<file path="src/rtl/vecmac_accum.sv">
// rtl/vecmac_accum.sv - product accumulator with one-entry valid/ready result register
// Optional build macro: VECMAC_ACCUM_SAT_EN (saturating instead of wrapping sums).
module vecmac_accum #(
  parameter int PROD_W = 16,
  parameter int LEN_W  = 8,
  parameter int ACC_W  = 24
) (
  input  logic              clk,
  input  logic              rst_n,
  input  logic              clr,
  input  logic [LEN_W-1:0]  vec_len,
  input  logic              in_valid,
  input  logic [PROD_W-1:0] in_product,
  output logic              out_valid,
  input  logic              out_ready,
  output logic [ACC_W-1:0]  out_acc,
  output logic              busy,
  output logic              err_overflow
);

  typedef enum logic [0:0] {
    IDLE  = 1'b0,
    ACCUM = 1'b1
  } state_t;

  state_t             state, state_d;
  logic [ACC_W-1:0]   acc, acc_d;
  logic [LEN_W-1:0]   count, count_d;
  logic [LEN_W-1:0]   len_q, len_d;
  logic [LEN_W-1:0]   eff_len;
  logic [LEN_W-1:0]   count_inc;
  logic [ACC_W-1:0]   prod_ext;
  logic [ACC_W-1:0]   sum_add;
  logic [ACC_W-1:0]   sum;
  logic               complete;
  logic               out_free;

  function automatic logic [ACC_W-1:0] acc_add(input logic [ACC_W-1:0] a,
                                               input logic [ACC_W-1:0] b);
`ifdef VECMAC_ACCUM_SAT_EN
    logic [ACC_W:0] s;
    s = {1'b0, a} + {1'b0, b};
    return s[ACC_W] ? {ACC_W{1'b1}} : s[ACC_W-1:0];
`else
    return a + b;
`endif
  endfunction

  assign eff_len   = (vec_len == '0) ? LEN_W'(1) : vec_len;
  assign count_inc = count + LEN_W'(1);
  assign prod_ext  = ACC_W'(in_product);
  assign sum_add   = acc_add(acc, prod_ext);
  assign out_free  = !out_valid || out_ready;
  assign busy      = (state == ACCUM);

  always_ff @(posedge clk or negedge rst_n) begin
    if (!rst_n) begin
      state <= IDLE;
      acc   <= '0;
      count <= '0;
      len_q <= '0;
    end else begin
      state <= state_d;
      acc   <= acc_d;
      count <= count_d;
      len_q <= len_d;
    end
  end

  always_comb begin
    state_d  = state;
    acc_d    = acc;
    count_d  = count;
    len_d    = len_q;
    complete = 1'b0;
    sum      = '0;
    if (clr) begin
      state_d = IDLE;
      acc_d   = '0;
      count_d = '0;
    end else if (in_valid) begin
      case (state)
        IDLE: begin
          len_d = eff_len;
          if (eff_len == LEN_W'(1)) begin
            complete = 1'b1;
            sum      = prod_ext;
          end else begin
            acc_d   = prod_ext;
            count_d = LEN_W'(1);
            state_d = ACCUM;
          end
        end
        ACCUM: begin
          if (count_inc == len_q) begin
            complete = 1'b1;
            sum      = sum_add;
            acc_d    = '0;
            count_d  = '0;
            state_d  = IDLE;
          end else begin
            acc_d   = sum_add;
            count_d = count_inc;
          end
        end
        default: state_d = IDLE;
      endcase
    end
  end

  // A result landing on an occupied, unaccepted register is lost and flagged.
  always_ff @(posedge clk or negedge rst_n) begin
    if (!rst_n) begin
      out_valid    <= 1'b0;
      out_acc      <= '0;
      err_overflow <= 1'b0;
    end else if (clr) begin
      out_valid    <= 1'b0;
      err_overflow <= 1'b0;
    end else if (complete && out_free) begin
      out_acc   <= sum;
      out_valid <= 1'b1;
    end else if (complete) begin
      err_overflow <= 1'b1;
    end else if (out_valid && out_ready) begin
      out_valid <= 1'b0;
    end
  end

endmodule

</file>
<file path="config.mk">
export PLATFORM = sky130hd
export DESIGN_NAME = vecmac_accum
export DESIGN_NICKNAME = d
export VERILOG_FILES = /design/src/rtl/vecmac_accum.sv
export SDC_FILE = /design/constraint.sdc
export NUM_CORES = 1
export LEC_CHECK = 0
export CAP_MARGIN = 5
export CORE_UTILIZATION = 40
export DETAILED_ROUTE_END_ITERATION = 10
export SLEW_MARGIN = 20
export SYNTH_ARGS = -nofsm -noshare
export SYNTH_HDL_FRONTEND = slang
export SYNTH_SLANG_ARGS = --single-unit
</file>
<file path="constraint.sdc">
create_clock -name clk -period 3.1 [get_ports clk]
set_input_delay 0.31 -clock clk [delete_from_list [all_inputs] [get_ports clk]]
set_output_delay 0.31 -clock clk [all_outputs]
set_load 0.005 [all_outputs]
</file>
==> results of run 1 <==
==> metal layers <==
metal / part of all wire / vias up / track usage / wire, µm
li1: - / 1788 / - / -
met1: 0.48 / 1723 / 0.270 / 4940
met2: 0.48 / 67 / 0.340 / 4950
met3: 0.033 / 12 / 0.0299 / 341
met4: 0.014 / 0 / 0.0664 / 145
met5: 0 / - / 0 / 0
==> how the worst max path moves through the flow <==
| stage | start | endpoint | slack (ps) | depth (start not counted) |
|---|---|---|---|---|
| final | in_product[0] | out_acc[20]$_DFFE_PN0P_ | 280 | 10 |
| after global placement | in_product[0] | out_acc[20]$_DFFE_PN0P_ | -60 | 10 |
| after global routing | in_product[0] | out_acc[20]$_DFFE_PN0P_ | 40 | 10 |
| after CTS | in_product[0] | out_acc[20]$_DFFE_PN0P_ | 260 | 10 |
| after floorplan | acc[0]$_DFFE_PN0P_ | out_acc[20]$_DFFE_PN0P_ | 530 | 10 |
| after detailed placement | in_product[0] | out_acc[20]$_DFFE_PN0P_ | -110 | 10 |
==> layout make-up <==
cell class                      count  area (µm²)  share of cell area
Multi-Input combinational cell    357        2400               0.461
Sequential cell                    67        1680               0.322
Timing Repair Buffer               75         696               0.134
Tap cell                          136         170              0.0327
Clock buffer                       12         145              0.0279
Clock inverter                      4        73.8              0.0142
Inverter                           12        45.0             0.00865
==> power breakdown <==
part	internal, mW	leakage (nW)	switching [mW]
combinational	0.267	1.23	0.274
sequential	0.939	0.901	0.0534
clock	0.476	0.111	0.342
total	1.68	2.24	0.669
==> worst max-delay path: cells and delay by family <==
family                     cells  cell delay (ps)
AOI/OAI and AO/OA              6             1560
adders and majority gates      2              640
buffers and inverters          1              430
and+or+nand+nor                1              150
==> cells in the final DEF, fill, tap and decap left out, types with 3 or more instances in the layout <==
master	instances
xor2_1	14
and2_1	4
o21bai_1	3
a21oi_1	31
nand3_1	16
o22ai_1	4
a21o_1	7
a22oi_2	3
nor2_1	26
xnor2_1	17
o21ai_0	42
clkbuf_8	10
clkdlybuf4s50_1	54
ha_1	17
inv_1	12
buf_4	20
a211oi_1	4
nor2b_1	7
mux2i_1	12
a31oi_1	9
nand2_1	54
and3_1	4
o211ai_1	6
and4_1	4
nor3_1	3
mux2_2	7
o21a_1	3
a221o_1	7
nand2b_1	10
dfrtp_1	67
or4_1	3
==> stage by stage <==
| stage | power (mW) | setup WS, ps | TNS [ps] | util |
|---|---|---|---|---|
| global placement | 1.54 | -57.5 | -123 | 0.485 |
| floorplan | 1.34 | 527 | 0 | - |
| detailed placement | 1.55 | -114 | -349 | 0.485 |
| finish | 2.35 | 275 | 0 | 0.507 |
| global route | 2.48 | 42.0 | 0 | 0.507 |
| CTS | 2.38 | 261 | 0 | 0.507 |
==> sequential cells by signal (all words and copies together) (netlist names) <==
name	count
acc	24
busy	1
count	8
err_overflow	1
len_q	8
out_acc	24
out_valid	1
==> logic make-up after synthesis <==
logic type	after synthesis	synth area share
multiplexers	19	0.0471
XOR/XNOR	32	0.0696
AO/OA/AOI/OAI	145	0.224
buffers and inverters	32	0.0352
AND/OR/NAND/NOR	143	0.172
adder cells (fa/ha/maj)	18	0.0551
flip-flops	67	0.397
==> impl_metrics.yaml, run 1 <==
run_status:
  status: "finished clean"
run:
  maxCapViolations: 0
clocking:
  cts_hold_buf: 0
  clkTransAtPathRegs_ps: 70
  cts_buffers: 9
  clkSinkCount: 67
  tritoncts: "built"
  cts.htree.levels: 3
  post_cts_resized: 0
  cts_buffer_depth: 2
  cts_root_buf: "clkbuf_8"
  clk_latency_ps: 350
  cts_setup_buffers: 0
route:
  postRouteAntennaNets: 0
  post_drt_wl_per_cell_um: 15.6
  wirelength_um: 10400
  vias: 3590
  vias_per_cell: 5.41
  drtPass1Iterations: 4
  drt_iter0_drc: 213
  drc: 0
floorplan:
  die_h_um: 105
  dieArea_um2: 11000
  die_w_um: 105
  core_area_um2: 10300
  ioPinCount: 56
  initial_core_util: 0.411
  row_count: 37
global_routing:
  grt_pass1_wl_um: 18000
  grt_start_max_net_pins: 68
  grt_pass1_vias: 3600
  grt_overflow: 0
  gr-usage-all-layers: 0.203
  antenna_found_initial: 0
cells_and_area:
  final_nets: 569
  drive_above_1_share: 0.101
  nFillCells: 1002
  area_delta_synth_final_pct: 23.2
  finalInstanceArea_um2: 5210
  layoutNonFillerInstCount: 663
  antenna_cells: 0
critical_path:
  r2r_cells: 9
  path_cells: "clkdlybuf4s50_1 > ha_1 > fa_1 > a21o_1 > a311o_1 > a211oi_1 > o31a_1 > o21ai_0 > and2_1 > o21ai_0"
  cp.required_ps: 3360
  rrSetupSlack_ps: 320
  critPathKind: "input port to flop"
  path_max_fanout: 9
  worstSetupStartpointType: "input port"
  r2r_start: "acc[0]$_DFFE_PN0P_"
  slowest_delay_ps: 430
  reg2reg_to: "out_acc[20]$_DFFE_PN0P_"
  cp.arrival_ps: 3090
  slowest_stage: "clkdlybuf4s50_1"
  end_kind: "flop"
  cpMostUsedCell: "o21ai_0"
sta:
  max_slew_margin: 0.418
  fin_hold_ws_ps: 139
  hold_violations: 0
  setup_viol: 0
  clock_skew_ps: 13.3
  rsz0062_at_grt: "false"
  tightestPinTransition_ps: 874
  max_freq_mhz: 354
  finalCriticalPeriod_ps: 2820
  min_period_over_period: 0.911
  slew_violations: 0
synthesis:
  synth_nets: 503
  synth_common_cells: "67 x dfrtp_1, 54 x nand2_1, 42 x o21ai_0, 31 x a21oi_1, 26 x nor2_1"
  synth_warnings: 0
  avgSynthCellArea_um2: 9.27
  synth_top_cells_by_area: "dfrtp_1 40%, ha_1 5.0%, o21ai_0 5.0%"
  yosysTopAreaCell: "dfrtp_1"
  syn_inst: 456
  synth-edff-count: 0
  ys.flop_type: "dfrtp_1"
  synth_cell_types: 63
  netlist_area_um2: 4230
  synth_most_common_cell: "dfrtp_1"
  synth_async_sr_flop_share: 1.00
  synth_seq_area_share: 0.397
  yosys.area.top_type_share: 0.397
  ys_seq_elements: 67
pwr:
  p_leak_nw: 2.24
  ir_worst_vdd_uv: 183
  power_density_nw_per_um2: 452
hold_path:
  hold_path_class: "input port to asynchronous set/reset pin"
place:
  dpl.cell_count: 647
  hpwl_um: 7540
  routabilityCongestion: 0.823
  io_buffers: 55
  place_area_um2: 4990
Power figures use the tool's default switching activity.
==> run 2, diff against run 1 <==
- CORE_ASPECT_RATIO: unset -> 0.8
- CORE_UTILIZATION: 40 -> 30
==> run 2 against run 1 <==
Net effect: total power up 7.9%; first-iteration DRC count up 40%; worst setup slack better by 10 ps; critical endpoint unchanged; highest routed layer unchanged.
==> impl_metrics.yaml, run 2 (synthesized netlist as in run 1, its figures left out) <==
clocking:
  cts_buffers: 9
  cts_hold_buf: 0
  tritoncts: "built"
  clk_latency_ps: 340
  clkSinkCount: 67
  clkTransAtPathRegs_ps: 60
  cts_buffer_depth: 2
  cts.htree.levels: 3
  cts_root_buf: "clkbuf_16"
critical_path:
  cpMostUsedCell: "o21ai_0"
  reg2reg_to: "out_acc[20]$_DFFE_PN0P_"
  cp.arrival_ps: 3070
  crit_buf_inv: 2
  slowest_delay_ps: 440
  path_cells: "clkdlybuf4s50_1 > ha_1 > fa_1 > a21o_1 > a311o_1 > a211oi_1 > o31a_1 > buf_4 > o21ai_0 > and2_1 > o21ai_0"
  path_delay_family: "compound AO/OA/AOI/OAI gates"
  slowest_stage: "clkdlybuf4s50_1"
  cp.depth: 11
  critPathKind: "input port to flop"
  cp.required_ps: 3360
  startpoint: "in_product[0]"
  worstSetupStartpointType: "input port"
  cp-endpoint: "out_acc[20]$_DFFE_PN0P_"
  end_kind: "flop"
  rrSetupSlack_ps: 350
  r2r_cells: 10
  r2r_start: "acc[0]$_DFFE_PN0P_"
  path_max_fanout: 9
sta:
  tightestPinTransition_ps: 846
  slew_violations: 0
  finalCriticalPeriod_ps: 2810
  max_slew_margin: 0.436
  hold_violations: 0
  fin_tns_setup_ps: 0
  min_period_over_period: 0.908
  fin_hold_ws_ps: 72.9
  rsz0062_at_grt: "false"
  clock_skew_ps: 9.00
  setup_viol: 0
  max_freq_mhz: 355
floorplan:
  dieArea_um2: 14600
  die_w_um: 135
  core_area_um2: 13600
  die_h_um: 108
  ioPinCount: 56
  row_count: 38
  initial_core_util: 0.310
run:
  maxCapViolations: 0
route:
  vias_per_cell: 5.19
  drc: 0
  post_drt_wl_per_cell_um: 16.7
  vias: 3660
  drt_iter0_drc: 299
  wirelength_um: 11800
  drtPass1Iterations: 5
  postRouteAntennaNets: 0
place:
  place_area_um2: 5030
  hpwl_um: 8430
  io_buffers: 55
  routabilityCongestion: 0.869
global_routing:
  grt_overflow: 0
  grt_pass1_wl_um: 19500
  antenna_found_initial: 0
  gr-usage-all-layers: 0.176
  grt_start_max_net_pins: 35
  grt_pass1_vias: 3643
pwr:
  ir_worst_vdd_uv: 268
  p_leak_nw: 2.26
  power_density_nw_per_um2: 477
cells_and_area:
  antenna_cells: 0
  multi_input_area_um2: 2400
  final_nets: 567
  nFillCells: 1352
  drive_above_1_share: 0.0990
  reg_top3: "acc: 24 flops, out_acc: 24 flops"
  utilization: 0.390
  finalInstanceArea_um2: 5320
  area_delta_synth_final_pct: 25.9
  layout_commonest_cell: "dfrtp_1"
  regArea_um2: 1680
  mostFrequentLayoutCells: "67 x dfrtp_1, 54 x nand2_1, 54 x clkdlybuf4s50_1, 42 x o21ai_0, 31 x a21oi_1"
run_status:
  status: "finished clean"
hold_path:
  hold_path_class: "input port to asynchronous set/reset pin"
-- run 2: cell type report --
type / instances / share of cell area
Clock buffer: 12 / 0.0482
Clock inverter: 4 / 0.00470
Inverter: 12 / 0.00846
Multi-Input combinational cell: 357 / 0.451
Sequential cell: 67 / 0.315
Tap cell: 180 / 0.0423
Timing Repair Buffer: 73 / 0.130
-- run 2: routing by layer --
metal	vias to the layer above	global-route usage	routed length (µm)
met3	12	0.0441	695
li1	1792	-	-
met2	104	0.245	4660
met5	-	0	0
met1	1752	0.262	6280
met4	0	0.0546	136
-- run 2: how the worst min path moves through the flow --
stage	to	slack (ps)	startpoint
final	acc[5]$_DFFE_PN0P_	70	rst_n
after global routing	acc[4]$_DFFE_PN0P_	150	rst_n
after global placement	out_acc[4]$_DFFE_PN0P_	460	rst_n
after CTS	out_acc[4]$_DFFE_PN0P_	100	rst_n
after floorplan	acc[0]$_DFFE_PN0P_	10	rst_n
after detailed placement	out_acc[4]$_DFFE_PN0P_	470	rst_n
-- run 2: what timing repair did --
item,4_1_cts,5_1_grt
setup endpoints to repair,0,3
setup buffers,0,1
gates resized for setup,0,0
hold endpoints to repair,0,0
-- run 2: per-stage QoR --
stage	setup WS [ps]	instances	total power [mW]
floorplan	527	456	1.34
global placement	-132	688	1.56
detailed placement	-128	688	1.57
CTS	200	704	2.56
global route	79.3	705	2.67
finish	286	705	2.54
-- run 2: worst register-to-register path: cells and delay by family (launching register included) --
kind / cells / cell delay [ps]
flops: 1 / 380
compound gates: 6 / 1360
fa+ha+maj: 2 / 630
simple gates: 1 / 150
buf+inv: 1 / 160
-- run 2: power by group --
part,internal (mW),switching [mW],total [mW]
Sequential,0.941,0.0577,0.998
Clock,0.582,0.393,0.975
Combinational,0.273,0.291,0.564
